File: src/rtl/seq_player_ctrl.sv
// Pattern sequence player: selects one of 2^SEQ_BITS ROM sequences with push buttons and
// steps through its words on step_tick, stopping early on END_MARK.
module seq_player_ctrl #(
  parameter int unsigned SEQ_BITS  = 4,
  parameter int unsigned STEP_BITS = 4,
  parameter int unsigned DATA_W    = 8,
  parameter logic [DATA_W-1:0] END_MARK = {DATA_W{1'b1}}
) (
  input  logic                          clk_50,
  input  logic                          reset,
  input  logic                          pb_seq_up,
  input  logic                          pb_seq_dn,
  input  logic                          pb_play,
  input  logic                          step_tick,
  input  logic [DATA_W-1:0]             rom_data,
  output logic [SEQ_BITS+STEP_BITS-1:0] rom_addr,
  output logic [SEQ_BITS-1:0]           seq_num,
  output logic [STEP_BITS-1:0]          step_num,
  output logic [DATA_W-1:0]             pattern_out,
  output logic                          pattern_valid,
  output logic                          playing
);

  typedef enum logic [1:0] {StIdle, StFetch, StLatch, StWait} state_e;

  state_e                state_q, state_d;
  logic [SEQ_BITS-1:0]   seq_q, seq_d;
  logic [STEP_BITS-1:0]  step_q, step_d;
  logic [DATA_W-1:0]     pattern_q, pattern_d;
  logic                  valid_q, valid_d;
  logic                  up_prev_q, dn_prev_q, play_prev_q;
  logic                  armed_q;

  logic                  up_edge, dn_edge, play_edge, seq_change;
  logic [SEQ_BITS-1:0]   seq_next;

  // armed_q masks edges on the first cycle after reset so a held button is not seen as a press.
  assign up_edge    = armed_q & pb_seq_up & ~up_prev_q;
  assign dn_edge    = armed_q & pb_seq_dn & ~dn_prev_q;
  assign play_edge  = armed_q & pb_play   & ~play_prev_q;
  assign seq_change = up_edge ^ dn_edge;
  assign seq_next   = up_edge ? seq_q + SEQ_BITS'(1) : seq_q - SEQ_BITS'(1);

  always_ff @(posedge clk_50 or negedge reset) begin
    if (!reset) begin
      state_q     <= StIdle;
      seq_q       <= '0;
      step_q      <= '0;
      pattern_q   <= '0;
      valid_q     <= 1'b0;
      up_prev_q   <= 1'b0;
      dn_prev_q   <= 1'b0;
      play_prev_q <= 1'b0;
      armed_q     <= 1'b0;
    end else begin
      state_q     <= state_d;
      seq_q       <= seq_d;
      step_q      <= step_d;
      pattern_q   <= pattern_d;
      valid_q     <= valid_d;
      up_prev_q   <= pb_seq_up;
      dn_prev_q   <= pb_seq_dn;
      play_prev_q <= pb_play;
      armed_q     <= 1'b1;
    end
  end

  always_comb begin
    state_d   = state_q;
    seq_d     = seq_q;
    step_d    = step_q;
    pattern_d = pattern_q;
    valid_d   = 1'b0;

    if (seq_change) begin
      seq_d  = seq_next;
      step_d = '0;
    end

    if (state_q == StIdle) begin
      if (play_edge) begin
        state_d = StFetch;
        step_d  = '0;
      end
    end else if (play_edge) begin
      // Stop wins over a simultaneous sequence change; step is only cleared by that change.
      state_d = StIdle;
    end else if (seq_change) begin
      state_d = StFetch;
    end else begin
      unique case (state_q)
        StFetch: state_d = StLatch;
        StLatch: begin
          if (rom_data != END_MARK) begin
            pattern_d = rom_data;
            valid_d   = 1'b1;
            state_d   = StWait;
          end else if (step_q != '0) begin
            step_d  = '0;
            state_d = StFetch;
          end else begin
            state_d = StIdle;
          end
        end
        StWait: begin
          if (step_tick) begin
            step_d  = step_q + STEP_BITS'(1);
            state_d = StFetch;
          end
        end
        default: state_d = StIdle;
      endcase
    end
  end

  assign rom_addr      = {seq_q, step_q};
  assign seq_num       = seq_q;
  assign step_num      = step_q;
  assign pattern_out   = pattern_q;
  assign pattern_valid = valid_q;
  assign playing       = (state_q != StIdle);

endmodule

File: config.mk
export PLATFORM = sky130hd
export DESIGN_NAME = seq_player_ctrl
export DESIGN_NICKNAME = d
export VERILOG_FILES = /design/src/rtl/seq_player_ctrl.sv
export SDC_FILE = /design/constraint.sdc
export NUM_CORES = 1
export LEC_CHECK = 0
export CAP_MARGIN = 20
export CELL_PAD_IN_SITES_DETAIL_PLACEMENT = 0
export CELL_PAD_IN_SITES_GLOBAL_PLACEMENT = 1
export CORE_MARGIN = 3
export CORE_UTILIZATION = 32
export CTS_CLUSTER_DIAMETER = 30
export DETAILED_ROUTE_END_ITERATION = 8
export HOLD_SLACK_MARGIN = 0.12
export PLACE_DENSITY_LB_ADDON = 0.1
export SETUP_SLACK_MARGIN = 0.15
export SYNTH_ARGS = -nofsm -noshare
export SYNTH_HDL_FRONTEND = slang
export SYNTH_SLANG_ARGS = --single-unit
File: constraint.sdc
create_clock -name clk_50 -period 1.8 [get_ports clk_50]
set_input_delay 0.36 -clock clk_50 [delete_from_list [all_inputs] [get_ports clk_50]]
set_output_delay 0.36 -clock clk_50 [all_outputs]
set_load 0.005 [all_outputs]
### After elaboration in Yosys (flattened, before gate mapping)

Index checks and enable logic that the tools add are counted.

* add/sub/neg operators: 3
* $mul: 0
* divide/modulo/power cells: 0
* magnitude comparators: 0
* eq/ne operators: 6
* shift operators: 0
* multiplexer cells: 23
* bitwise operators: 13
* reduce and logical (&&, ||, !) cells: 5

Operator list (number)
* $mux 4: 9
* $mux 2: 6
* $add 4x1->4 const B: 2
* $ne 8x8->1 const B: 1
* $pmux 4 s2: 1
* $and 1x1->1: 6
* $mux 1: 6
* $not 1->1: 6
* $pmux 2 s3: 1
* $reduce_and 5->1: 1
* $eq 2x2->1 const B: 2
* $ne 4x4->1 const B: 1
* $reduce_bool 4->1: 1
* $sub 4x1->4 const B: 1
* $eq 2x1->1 const B: 1
* $logic_not 2->1: 1
* $ne 2x2->1 const B: 1
* $reduce_and 2->1: 1
* $reduce_bool 2->1: 1
* $xor 1x1->1: 1

* register bits: 23
* bits in latches: 0
* memory bits (writable): 0
* bits in read-only memories: 0
* input port bits: 14
* output and inout port bits: 26
* logic and storage cells: 59
* memories kept: 0

### Longest topological paths before layout

Gate-level depths: netlist (run 1).

* depth after elaboration: 10
* depth in mapped cells: 7
* mapped depth without buffers: 7

### Worst setup path before layout (run 1)

Ideal clock, no wire load.

* path kind: input-to-reg
* start: input port pb_seq_up
* end: register pattern_q[0] (netlist: pattern_out[0])
* setup time: 0.125 ns
* arrival time: 1.648 ns
* data required time: 1.675 ns
* path slack: 0.027 ns
* stages on the path: 4
* buffers on the path: 0
* path through: nor2b_4 -> xor2_4 -> a2111oi_4 -> mux2_2

* word-level cells in the longest chain between the ends: 5

Ends and longest elaborated chain
* start: declaration: RTL line 11 `input logic pb_seq_up,`
* $and 1x1->1 (2 in series): RTL line 38 `assign up_edge = armed_q & pb_seq_up & ~up_prev_q;`
* $xor 1x1->1: RTL line 41 `assign seq_change = up_edge ^ dn_edge;`
* $not 1->1 (no source line)
* $reduce_and 5->1 (no source line)
* end signal: assignment: RTL line 59 `pattern_q <= pattern_d;`
* end: declaration: RTL line 29 `logic [DATA_W-1:0] pattern_q, pattern_d;`

Every way passes these cells.
A chain may end at the register's enable or synchronous reset.

### Final worst setup path (run 1)

* start: register up_prev_q
* end: register pattern_q[5] (netlist: pattern_out[5])

* word-level cells in the longest chain between the ends: 5

Ends and longest elaborated chain
* start: declaration: RTL line 31 `logic up_prev_q, dn_prev_q, play_prev_q;`
* start signal: assignment: RTL line 61 `up_prev_q <= pb_seq_up;`
* $not 1->1: RTL line 38
* $and 1x1->1: RTL line 38
* $xor 1x1->1: RTL line 41
* $not 1->1 (no source line)
* $reduce_and 5->1 (no source line)

Every way passes these cells.

==> impl_results.md, run 1 <==
- F_max: 582 MHz
- Flop2flop setup slack: between 0.08 and 0.09 ns
- TritonRoute pass-1 iters: 4
- Clock tree sinks: 23
- R2R cell count: 5
- Global-route wire length before repair: ~5200 µm
- Yosys reg bits: 23
- Worst path bufs/invs: 1
- Synth cell types: 41
- CTS Hold Bufs: 0
- Hold Path Stages: 1
- Clock Pin Slew Worst Setup and Hold Paths: ~0.08 ns
- Final setup viols: 0
- CP max stage delay: around 0.40 ns
- Final clock skew: 0.00435 ns
- Pin count of the biggest net entering global routing: 24
- Core Area: 3800 µm²
- NumNets Final: ~200
- Die height: approximately 70 µm
- Async SR Flop Fraction: 100%
- Die width: ~70 µm
- Largest cells by area after synthesis: dfrtp_1 44%, mux2_2 7.7%, buf_4 4.6%
- Min Tclk post-route: between 1.5 and 2 ns
- Via count: 1080
- Count leader, synth: dfrtp_1
- CP Launch Type: flop
- Routed Antenna Nets: 0
- CP Class: flop to flop
- Fin. Hold Viols: 0
- CTS Buf Count: 3
- LEAKAGE: between 0.8 and 0.9 nW
- Worst path slowest cell: dfrtp_1
- Cell Chain, Critical Path: nor2b_4 > xor2_4 > a2111oi_4 > buf_4 > mux2_4
- Starting density of the core: around a third
- Post-DP Area: roughly 1800 µm²
- Initial antenna violation count: 0
- Hold Startpoint: pb_play
- Pins Over Slew Limit: 0
- Routed WL: between 3000 and 4000 µm
- Number of antenna diodes: 0
- RSZ-0062 raised after global routing: yes
- Clk buf depth: 2
- H-Tree Depth: 1
- DRC Markers: 0
- Wirelength per Cell: ~14 µm
- Vias in the first global route: roughly 1.1k
- P&R area growth vs syn: 56.2%
- Number of synthesized flops with an enable pin: 0
- Post-DR vias/cell: about 4.8
- Final instance area: 2050 µm²
- Placer Congestion: 0.921
- Post-Syn Nets: between 100 and 150
- Synth Warn #: 0
- R2r endpoint: pattern_out[5]
- Hpwl dp: approximately 2300 µm
- Top cells by count, synth: 23 x dfrtp_1, 9 x a21oi_1, 9 x mux2_2
- Util after Layout: 53.9%
- P per Cell Area: between 1000 and 1500 nW/µm²
- CP Data Required Time: about 2.0 ns
- CP max FO: 5
- Clk root buf: clkbuf_8
- Crit path DAT: around 1.9 ns
- Maximum VDD drop: just under 0.0006 V
- I/O Buffers: 39
- Worst skew pair latency: approximately 0.26 ns
- Tcrit/Tclk final: about 95%
- Initial drt markers: 28
- FF-to-FF Start: up_prev_q
- GRT overflow: 0
- CTS tree: done
- Worst hold path class: input port to flop
- MaxCap Viol Count: 0
- # rows: 22
- Sequential share of the synthesized area: 43.9%
- Synthesized instance count: 119
- Crit path max-delay family: flip-flops
- Post-synth top area share: a little over two fifths
- Gr usage total: roughly an eighth
- Status: finished clean
- Die ar.: between 4000 and 5000 µm²
- Mapped Area: approximately 1300 µm²
- Top cell type by total area after synthesis: dfrtp_1
- I/O pin cnt: 40
- Dominant synthesized flop cell: dfrtp_1
- CP endpoint kind: flop
- Syn avg cell area: around 11 µm²
- Hold path endpoint: play_prev_q
- Layout cells sized above 1: a little over a third
==> timing repair <==
item	4_1_cts	5_1_grt
setup buffers	4	6
gates resized for setup	22	20
endpoints found under the setup margin	19	23
pin swaps	9	6
==> layer usage <==
metal	routed length (µm)	vias to the layer above	part of all wire, %	GRT usage, %
met5	0	-	0	0
met4	18	0	0.58	3.83
met3	134	2	4.3	3.31
met2	1430	25	46	20.7
met1	1540	514	49	17.9
li1	-	539	-	-
==> cells by family (layout without fill, tap and decap cells) <==
group | after synthesis | after routing | share of synthesized area, %
flip-flops | 23 | 23 | 43.9
adder cells (fa/ha/maj) | 5 | 5 | 5.34
AO/OA/AOI/OAI | 27 | 27 | 15.2
other | 1 | 1 | 0.286
XOR/XNOR | 4 | 4 | 4.10
multiplexers | 11 | 11 | 9.26
buffers and inverters | 16 | 75 | 7.06
AND/OR/NAND/NOR | 32 | 32 | 14.9
==> placed cells by master (no fill, tap or decap), types with 2 or more instances in the layout <==
cell / Yosys / layout
a21oi_2: 0 / 2
nand3b_1: 4 / 4
dfrtp_2: 0 / 5
xor2_1: 2 / 2
ha_4: 0 / 2
nand4_1: 2 / 2
buf_6: 0 / 3
nor2b_4: 2 / 2
a2111oi_1: 0 / 2
nand3_1: 3 / 3
nor3_1: 2 / 2
or2_2: 2 / 2
nand2_1: 5 / 3
ha_1: 4 / 2
nor2_1: 5 / 4
dlygate4sd2_1: 0 / 11
clkdlybuf4s50_1: 0 / 27
dfrtp_1: 23 / 18
buf_4: 8 / 26
mux2i_1: 2 / 2
clkbuf_8: 0 / 3
a21oi_1: 9 / 7
mux2_4: 0 / 9
inv_1: 3 / 3
o21ai_0: 4 / 3
a211oi_1: 3 / 3
==> flip-flops by register name, summed over array words and instances (netlist names) <==
signal / flops
seq_num: 4
pattern_out: 8
up_prev_q: 1
pattern_valid: 1
step_num: 4
play_prev_q: 1
state_q: 2
dn_prev_q: 1
armed_q: 1
==> cell type report <==
type	instances	area [µm²]
clock buffers	4	45.0
fillers	332	1750
inverters	3	11.3
multi-input cells	80	742
flip-flops and latches	23	582
well taps	48	60.1
repair buffers	68	608
==> stage by stage <==
stage	TNS, ns	hold WS [ns]	std cells	total power, mW	worst slack (ns)
final	0	0.273	226	2.67	0.0814
after global routing	-0.0686	0.278	226	2.87	-0.0170
after CTS	0	0.345	220	2.59	0.0424
after detailed placement	-5.28	0.483	212	2.16	-0.436
after global placement	-4.76	0.477	212	2.14	-0.360
after floorplan	0	0.0644	119	1.49	0.0759
==> power breakdown <==
part	switching (mW)	internal (mW)
registers	0.156	0.713
logic	0.540	0.944
clock network	0.161	0.158
total	0.856	1.81
==> worst max path at each step <==
| stage | slack [ns] | endpoint | startpoint | cells after the start |
|---|---|---|---|---|
| floorplan | 0.08 | pattern_out[0] | up_prev_q | 4 |
| global placement | -0.36 | seq_num[3] | pb_seq_up | 8 |
| detailed placement | -0.44 | seq_num[3] | pb_seq_up | 8 |
| CTS | 0.04 | seq_num[3] | up_prev_q | 7 |
| global route | -0.02 | pattern_out[4] | up_prev_q | 5 |
| finish | 0.08 | pattern_out[5] | up_prev_q | 5 |
No activity file was read; power rests on OpenSTA's default activity.
==> run 2: changes to the inputs <==
Settings changed: PLACE_DENSITY from default to 0.84, PLACE_DENSITY_LB_ADDON 0.1 to default.
==> impl_results.md, run 2 (synthesized netlist as in run 1, its figures left out) <==
- Maximum VDD drop: 0.000771 V (+31%)
- # rows: 22 (unchanged)
- I/O Buffers: 39 (unchanged)
- P_sw: 0.906 mW (+5.9%)
- CP max FO: 4 (-1)
- Setup TNS: 0 ns (unchanged)
- Final clock skew: 0.00189 ns (-0.00245 ns)
- P&R area growth vs syn: 56.6%
- Pins Over Slew Limit: 0 (unchanged)
- CP Class: flop to flop
- Commonest non-fill, non-tap cell in the layout: clkdlybuf4s50_1
- Final setup viols: 0 (unchanged)
- Crit path DAT: 1.90 ns (+0.03 ns)
- CTS Hold Bufs: 0 (unchanged)
- CP Data Required Time: 1.95 ns (about the same)
- Status: finished clean
- Tcrit/Tclk final: 97.0% (+1.5 points)
- R2R cell count: 5 (unchanged)
- Sw frac: 33.5% (+1.5 points)
- P per Cell Area: 1320 nW/µm² (+0.97%)
- Worst hold path class: input port to flop
- Max reg flops: 8 (unchanged)
- Combinational cell fraction of total power: 55.9% (+0.4 points)
- Initial antenna violation count: 0 (unchanged)
- GRT overflow: 0 (unchanged)
- Number of antenna diodes: 0 (unchanged)
- LEAKAGE: 0.919 nW (+3.6%)
- Multi-input logic area: 767 µm² (+3.4%)
- Fill cell count: 334 (+0.60%)
- Core Area: 3800 µm² (unchanged)
- Commonest non-fill, non-tap cells in the layout: 26 x clkdlybuf4s50_1, 22 x buf_4, 19 x dfrtp_1
- Clk root buf: clkbuf_8
- CP endpoint: pattern_out[0]
- CP endpoint kind: flop
- Starting density of the core: 34.5% (unchanged)
- CP Launch Type: flop
- FF-to-FF Start: up_prev_q
- Layout cells sized above 1: 35.3% (-0.69 points)
- Die width: 70.0 µm (unchanged)
- TritonRoute pass-1 iters: 4 (unchanged)
- H-Tree Depth: 1 (unchanged)
- Worst Slack Setup Final: 0.0535 ns (-0.0279 ns)
- Routed Antenna Nets: 0 (unchanged)
- CTS tree: done
- DRC Markers: 0 (unchanged)
- Placer Congestion: 0.797 (-13%)
- Clock power share: 11.9% (about the same)
- Dpl ws: -0.468 ns (-0.0322 ns)
- Worst skew pair latency: 0.26 ns (about the same)
- F_max: 573 MHz (-1.6%)
- Clock Pin Slew Worst Setup and Hold Paths: 0.08 ns (about the same)
- I/O pin cnt: 40 (unchanged)
- Min Tclk post-route: 1.75 ns (+0.0279 ns)
- Hpwl dp: 2400 µm (+4.1%)
- R2r endpoint: pattern_out[0]
- NumNets Final: 193 (-2.5%)
- Sequential share of power: 32.2% (-0.3 points)
- MaxCap Viol Count: 0 (unchanged)
- RSZ-0062 raised after global routing: yes
- Flop2flop setup slack: 0.05 ns (-0.03 ns)
- Vias in the first global route: 1194 (+9.2%)
- Gr usage total: 13.3% (+0.19 points)
- Die ar.: 4900 µm² (unchanged)
- Pin count of the biggest net entering global routing: 24 (unchanged)
- Fin. Hold Viols: 0 (unchanged)
- Routed WL: 3320 µm (+6.0%)
- Clock tree sinks: 23 (unchanged)
- Register area: 581 µm² (-0.22%)
- Die height: 70.0 µm (unchanged)
- Clk buf depth: 2 (unchanged)
- Initial drt markers: 34 (+21%)
- Wirelength per Cell: 15.0 µm (+8.4%)
- CTS Buf Count: 3 (unchanged)
- Global-route wire length before repair: 5390 µm (+3.2%)
- Via count: 1123 (+4.0%)
- Hold Startpoint: pb_play
- Post-DR vias/cell: 5.08 (+6.3%)
- Power Internal: 1.80 mW (-0.98%)
- Crit path from: up_prev_q
## run 2: cell types whose count changed in the layout (fill, tap and decap cells not counted), moves of 2 or more
cell            before  now
dlymetal6s2s_1       1    7
dlygate4sd2_1       11    6
buf_4               26   22
a2111oi_1            2    0
a2111oi_4            1    3
or2_2                2    0
or2_4                0    2
## run 2: area by class of cell
cell class	instances	share of cell area, %
Clock buffer	3	2.01
Inverter	3	0.548
Tap cell	48	2.93
Clock inverter	1	0.244
Sequential cell	23	28.3
Timing Repair Buffer	63	28.6
Multi-Input combinational cell	80	37.4
## run 2: per-stage QoR
| step | total power [mW] | instance area (µm²) | hold WS, ns | util [%] | cells |
|---|---|---|---|---|---|
| 2_1_floorplan | 1.49 | 1320 | 0.0644 | - | 119 |
| 3_3_place_gp | 2.12 | 1820 | 0.471 | 48.0 | 211 |
| 3_5_place_dp | 2.16 | 1820 | 0.492 | 48.0 | 211 |
| 4_1_cts | 2.63 | 1980 | 0.365 | 52.0 | 221 |
| 5_1_grt | 2.88 | 2050 | 0.267 | 54.1 | 221 |
| 6_report | 2.70 | 2050 | 0.268 | 54.1 | 221 |
## run 2: layer usage
metal / vias up / wire length [µm] / global-route usage, % / part of all wire (%)
met3: 4 / 228 / 2.73 / 6.9
li1: 528 / - / - / -
met4: 0 / 40 / 3.83 / 1.2
met2: 49 / 1670 / 22.7 / 50
met5: - / 0 / 0 / 0
met1: 542 / 1370 / 17.1 / 41
## run 2: worst min-delay path by stage
stage / to / slack, ns / depth (start not counted)
final: play_prev_q / 0.27 / 1
after global routing: play_prev_q / 0.27 / 1
after CTS: up_prev_q / 0.36 / 1
after detailed placement: seq_num[3] / 0.49 / 1
after global placement: seq_num[3] / 0.47 / 1
after floorplan: armed_q / 0.06 / 0
## run 2: power groups by stage
stage	sequential [mW]	clock (mW)	combinational, mW
5_1_grt	0.903	0.358	1.62
2_1_floorplan	0.868	0	0.621
4_1_cts	0.856	0.329	1.45
6_report	0.870	0.321	1.51
3_3_place_gp	0.854	0	1.27
3_5_place_dp	0.859	0	1.30
## run 2: worst max-delay path: stages, from the launching register on
cell       delay [ns]
dfrtp_1          0.40
nor2b_4          0.21
xor2_4           0.11
a2111oi_4        0.40
buf_4            0.21
mux2_4           0.30
## run 2: timing repair
action | CTS | global route
resized for setup | 24 | 23
pin swaps | 8 | 7
setup buffers | 5 | 0
cloned | 1 | 0
setup endpoints to repair | 17 | 25
==> run 3: changes to the inputs <==
Settings changed: ABC_AREA from default to 1, CELL_PAD_IN_SITES_DETAIL_PLACEMENT 0 to default, CELL_PAD_IN_SITES_GLOBAL_PLACEMENT 1 to default, CORE_UTILIZATION 32 to 35, PLACE_DENSITY 0.84 to 0.74.
==> impl_results.md, run 3 <==
- WL met1: 1330 µm (-3.4%)
- Dpl ws: -0.181 ns (+0.287 ns)
- Initial antenna violation count: 0 (unchanged)
- CTS Hold Bufs: 0 (unchanged)
- Sequential share of the synthesized area: 44.1% (+0.21 points)
- DRC Markers: 0 (unchanged)
- Via count: 1133 (+0.89%)
- Final setup viols: 0 (unchanged)
- Sw frac: 35.8% (+2.3 points)
- I/O Buffers: 39 (unchanged)
- Crit path from: step_num[0]
- TritonRoute pass-1 iters: 4 (unchanged)
- Placer Congestion: 0.777 (-2.4%)
- CP Class: flop to output port
- LEAKAGE: 0.866 nW (-5.7%)
- Routed Antenna Nets: 0 (unchanged)
- Clock power share: 13.9% (+2.0 points)
- Multi-input logic area: 616 µm² (-20%)
- Worst Slack Setup Final: 0.208 ns (+0.155 ns)
- Post-DR vias/cell: 4.59 (-9.7%)
- Wirelength per Cell: 11.0 µm (-26%)
- Min Tclk post-route: 1.59 ns (-0.155 ns)
- Hold Startpoint: pb_seq_up
- Syn avg cell area: 8.26 µm² (-25%)
- Number of synthesized flops with an enable pin: 0 (unchanged)
- CP max stage delay: 0.52 ns (+0.12 ns)
- Gr usage total: 14.0% (+0.65 points)
- Top routing layer in use: met4
- CP Data Required Time: 1.44 ns (-0.51 ns)
- FF-to-FF Start: armed_q
- CP endpoint kind: output port
- Die width: 67.1 µm (-4.2%)
- I/O pin cnt: 40 (unchanged)
- Fin. Hold Viols: 0 (unchanged)
- Commonest non-fill, non-tap cell in the layout: nand2_1
- Dominant synthesized flop cell: dfrtp_1
- Clock tree sinks: 23 (unchanged)
- Largest cells by area after synthesis: dfrtp_1 44%, nand2_1 15%, buf_4 5.2%
- Async SR Flop Fraction: 100% (unchanged)
- Pin count of the biggest net entering global routing: 24 (unchanged)
- DR WL met2: 1220 µm (-27%)
- CP Launch Type: flop
- Die ar.: 4500 µm² (-8.3%)
- Initial drt markers: 43 (+26%)
- Count leader, synth: nand2_1
- H-Tree Depth: 1 (unchanged)
- GRT overflow: 0 (unchanged)
- Fill cell count: 349 (+4.5%)
- NumNets Final: 221 (+15%)
- Setup TNS: 0 ns (unchanged)
- RSZ-0062 raised after global routing: yes
- Tcrit/Tclk final: 88.4% (-8.6 points)
- Main combinational cell family by area after synthesis: simple AND/OR/NAND/NOR gates
- Vias in the first global route: 1122 (-6.0%)
- Final hold slack: 0.349 ns (+0.0813 ns)
- Routed WL: 2720 µm (-18%)
- Crit path max-delay family: buffers and inverters
- Post-synthesis mux area share: 0.863% (-8.4 points)
- Clk root buf: clkbuf_8
- Max reg flops: 8 (unchanged)
- Final clock skew: 0.00565 ns (+0.00376 ns)
- Hpwl dp: 2030 µm (-15%)
- Met3 WL: 146 µm (-36%)
- Post-DP Area: 1730 µm² (-4.9%)
- Simple-Gate Fraction of Synth Area: 28.5% (+14 points)
- Core Area: 3470 µm² (-8.7%)
- Synthesized instance count: 158 (+33%)
- P&R area growth vs syn: 39.3%
- Layout cells sized above 1: 14.9% (-20 points)
- Cell Chain, Critical Path: clkdlybuf4s50_1
- Worst skew pair latency: 0.27 ns (about the same)
- Post-synth top area share: 44.1% (+0.21 points)
- MaxCap Viol Count: 0 (unchanged)
- CTS Buf Count: 3 (unchanged)
- # rows: 21 (-4.5%)
- Starting density of the core: 37.6% (+3.1 points)
- Commonest non-fill, non-tap cells in the layout: 52 x nand2_1, 37 x clkdlybuf4s50_1, 19 x dfrtp_1
- Worst hold path class: input port to flop
- P_sw: 0.868 mW (-4.2%)
- Power Internal: 1.56 mW (-13%)
- Register area: 581 µm² (unchanged)
- Number of antenna diodes: 0 (unchanged)
- Clk buf depth: 2 (unchanged)
- Sequential share of power: 34.9% (+2.7 points)
- Pins Over Slew Limit: 0 (unchanged)
- Clock Pin Slew Worst Setup and Hold Paths: 0.09 ns (about the same)
- Worst path slowest cell: clkdlybuf4s50_1
- Top cells by count, synth: 53 x nand2_1, 23 x dfrtp_1, 12 x inv_1
- Yosys reg bits: 23 (unchanged)
- CP max FO: 8 (+4)
- Status: finished clean
- Synth cell types: 28 (-32%)
- Top cell type by total area after synthesis: dfrtp_1
- Overall power: 2.43 mW (-10%)
- XOR/XNOR Fraction of Synth Area: 4.03% (-0.076 points)
- Adder-cell share of the synthesized area: 5.37% (+0.026 points)
- P per Cell Area: 1330 nW/µm² (+1.3%)
- Combinational cell fraction of total power: 51.2% (-4.7 points)
- Post-Syn Nets: 177 (+28%)
- Maximum VDD drop: 0.000596 V (-23%)
- Synth Area in Compound Gates: 7.57% (-7.6 points)
- Worst path bufs/invs: 1 (unchanged)
- Crit path DAT: 1.23 ns (-0.67 ns)
- Final instance area: 1820 µm² (-11%)
- Die height: 67.1 µm (-4.2%)
- Global-route wire length before repair: 4820 µm (-10%)
- Mapped Area: 1310 µm² (-0.48%)
- Synth Warn #: 0 (unchanged)
- F_max: 628 MHz (+9.7%)
- CTS tree: done
## run 3: changes by cell type in the layout (fill, tap and decap cells not counted), moves of 3 or more
cell	previous run	this run
inv_1	2	10
a2111oi_4	3	0
nand2_1	4	52
buf_4	22	10
nand3b_1	4	1
clkdlybuf4s50_1	26	37
mux2_4	9	0
dlygate4sd2_1	6	1
nand3_1	3	7
dlymetal6s2s_1	7	1
nor2_1	4	10
o21ai_1	1	9
## run 3: cell families (layout without fill, tap and decap cells)
group	count (synthesis)	after routing
AOI/OAI and AO/OA	19	19
buffers and inverters	23	66
other	1	1
and+or+nand+nor	80	80
adders and majority gates	5	5
DFF	23	23
muxes	1	1
xor gates and xnor gates	6	6
## run 3: power by group through the flow
stage	clock, mW	combinational, mW	sequential [mW]
after floorplan	0	0.621	0.843
after global placement	0	1.15	0.854
after detailed placement	0	1.18	0.851
after CTS	0.342	1.24	0.849
after global routing	0.369	1.40	0.880
final	0.337	1.24	0.847
## run 3: final cells by class
class                           count  share of cell area [%]
Inverter                           13                    2.68
Clock buffer                        3                    2.27
Tap cell                           46                    3.17
Sequential cell                    23                    31.9
Timing Repair Buffer               49                    25.7
Clock inverter                      1                   0.413
Multi-Input combinational cell    112                    33.9
## run 3: metrics by stage
stage	util, %	cells
3_3_place_gp	50.0	240
4_1_cts	52.0	246
6_report	52.4	247
5_1_grt	52.4	247
3_5_place_dp	50.0	240
2_1_floorplan	-	158
## run 3: worst paths after layout
path | to | depth (start not counted) | slack [ns]
min reg2reg | pattern_out[1] | 2 | 0.49
max in group asynchronous | step_num[0] | 2 | 1.12
max | rom_addr[0] | 1 | 0.21
min | up_prev_q | 1 | 0.35
min in group asynchronous | pattern_out[6] | 2 | 0.43
max reg2reg | seq_num[3] | 9 | 0.32
## run 3: per-layer routing
metal / GRT usage [%] / vias to the layer above
met5: 0 / -
met4: 5.32 / 0
met3: 3.37 / 5
met2: 22.1 / 35
met1: 18.3 / 513
li1: - / 580
## run 3: what timing repair did
action,4_1_cts,5_1_grt
resized for setup,7,4
buffers inserted,2,1
pin swaps,2,2
endpoints found under the setup margin,7,11
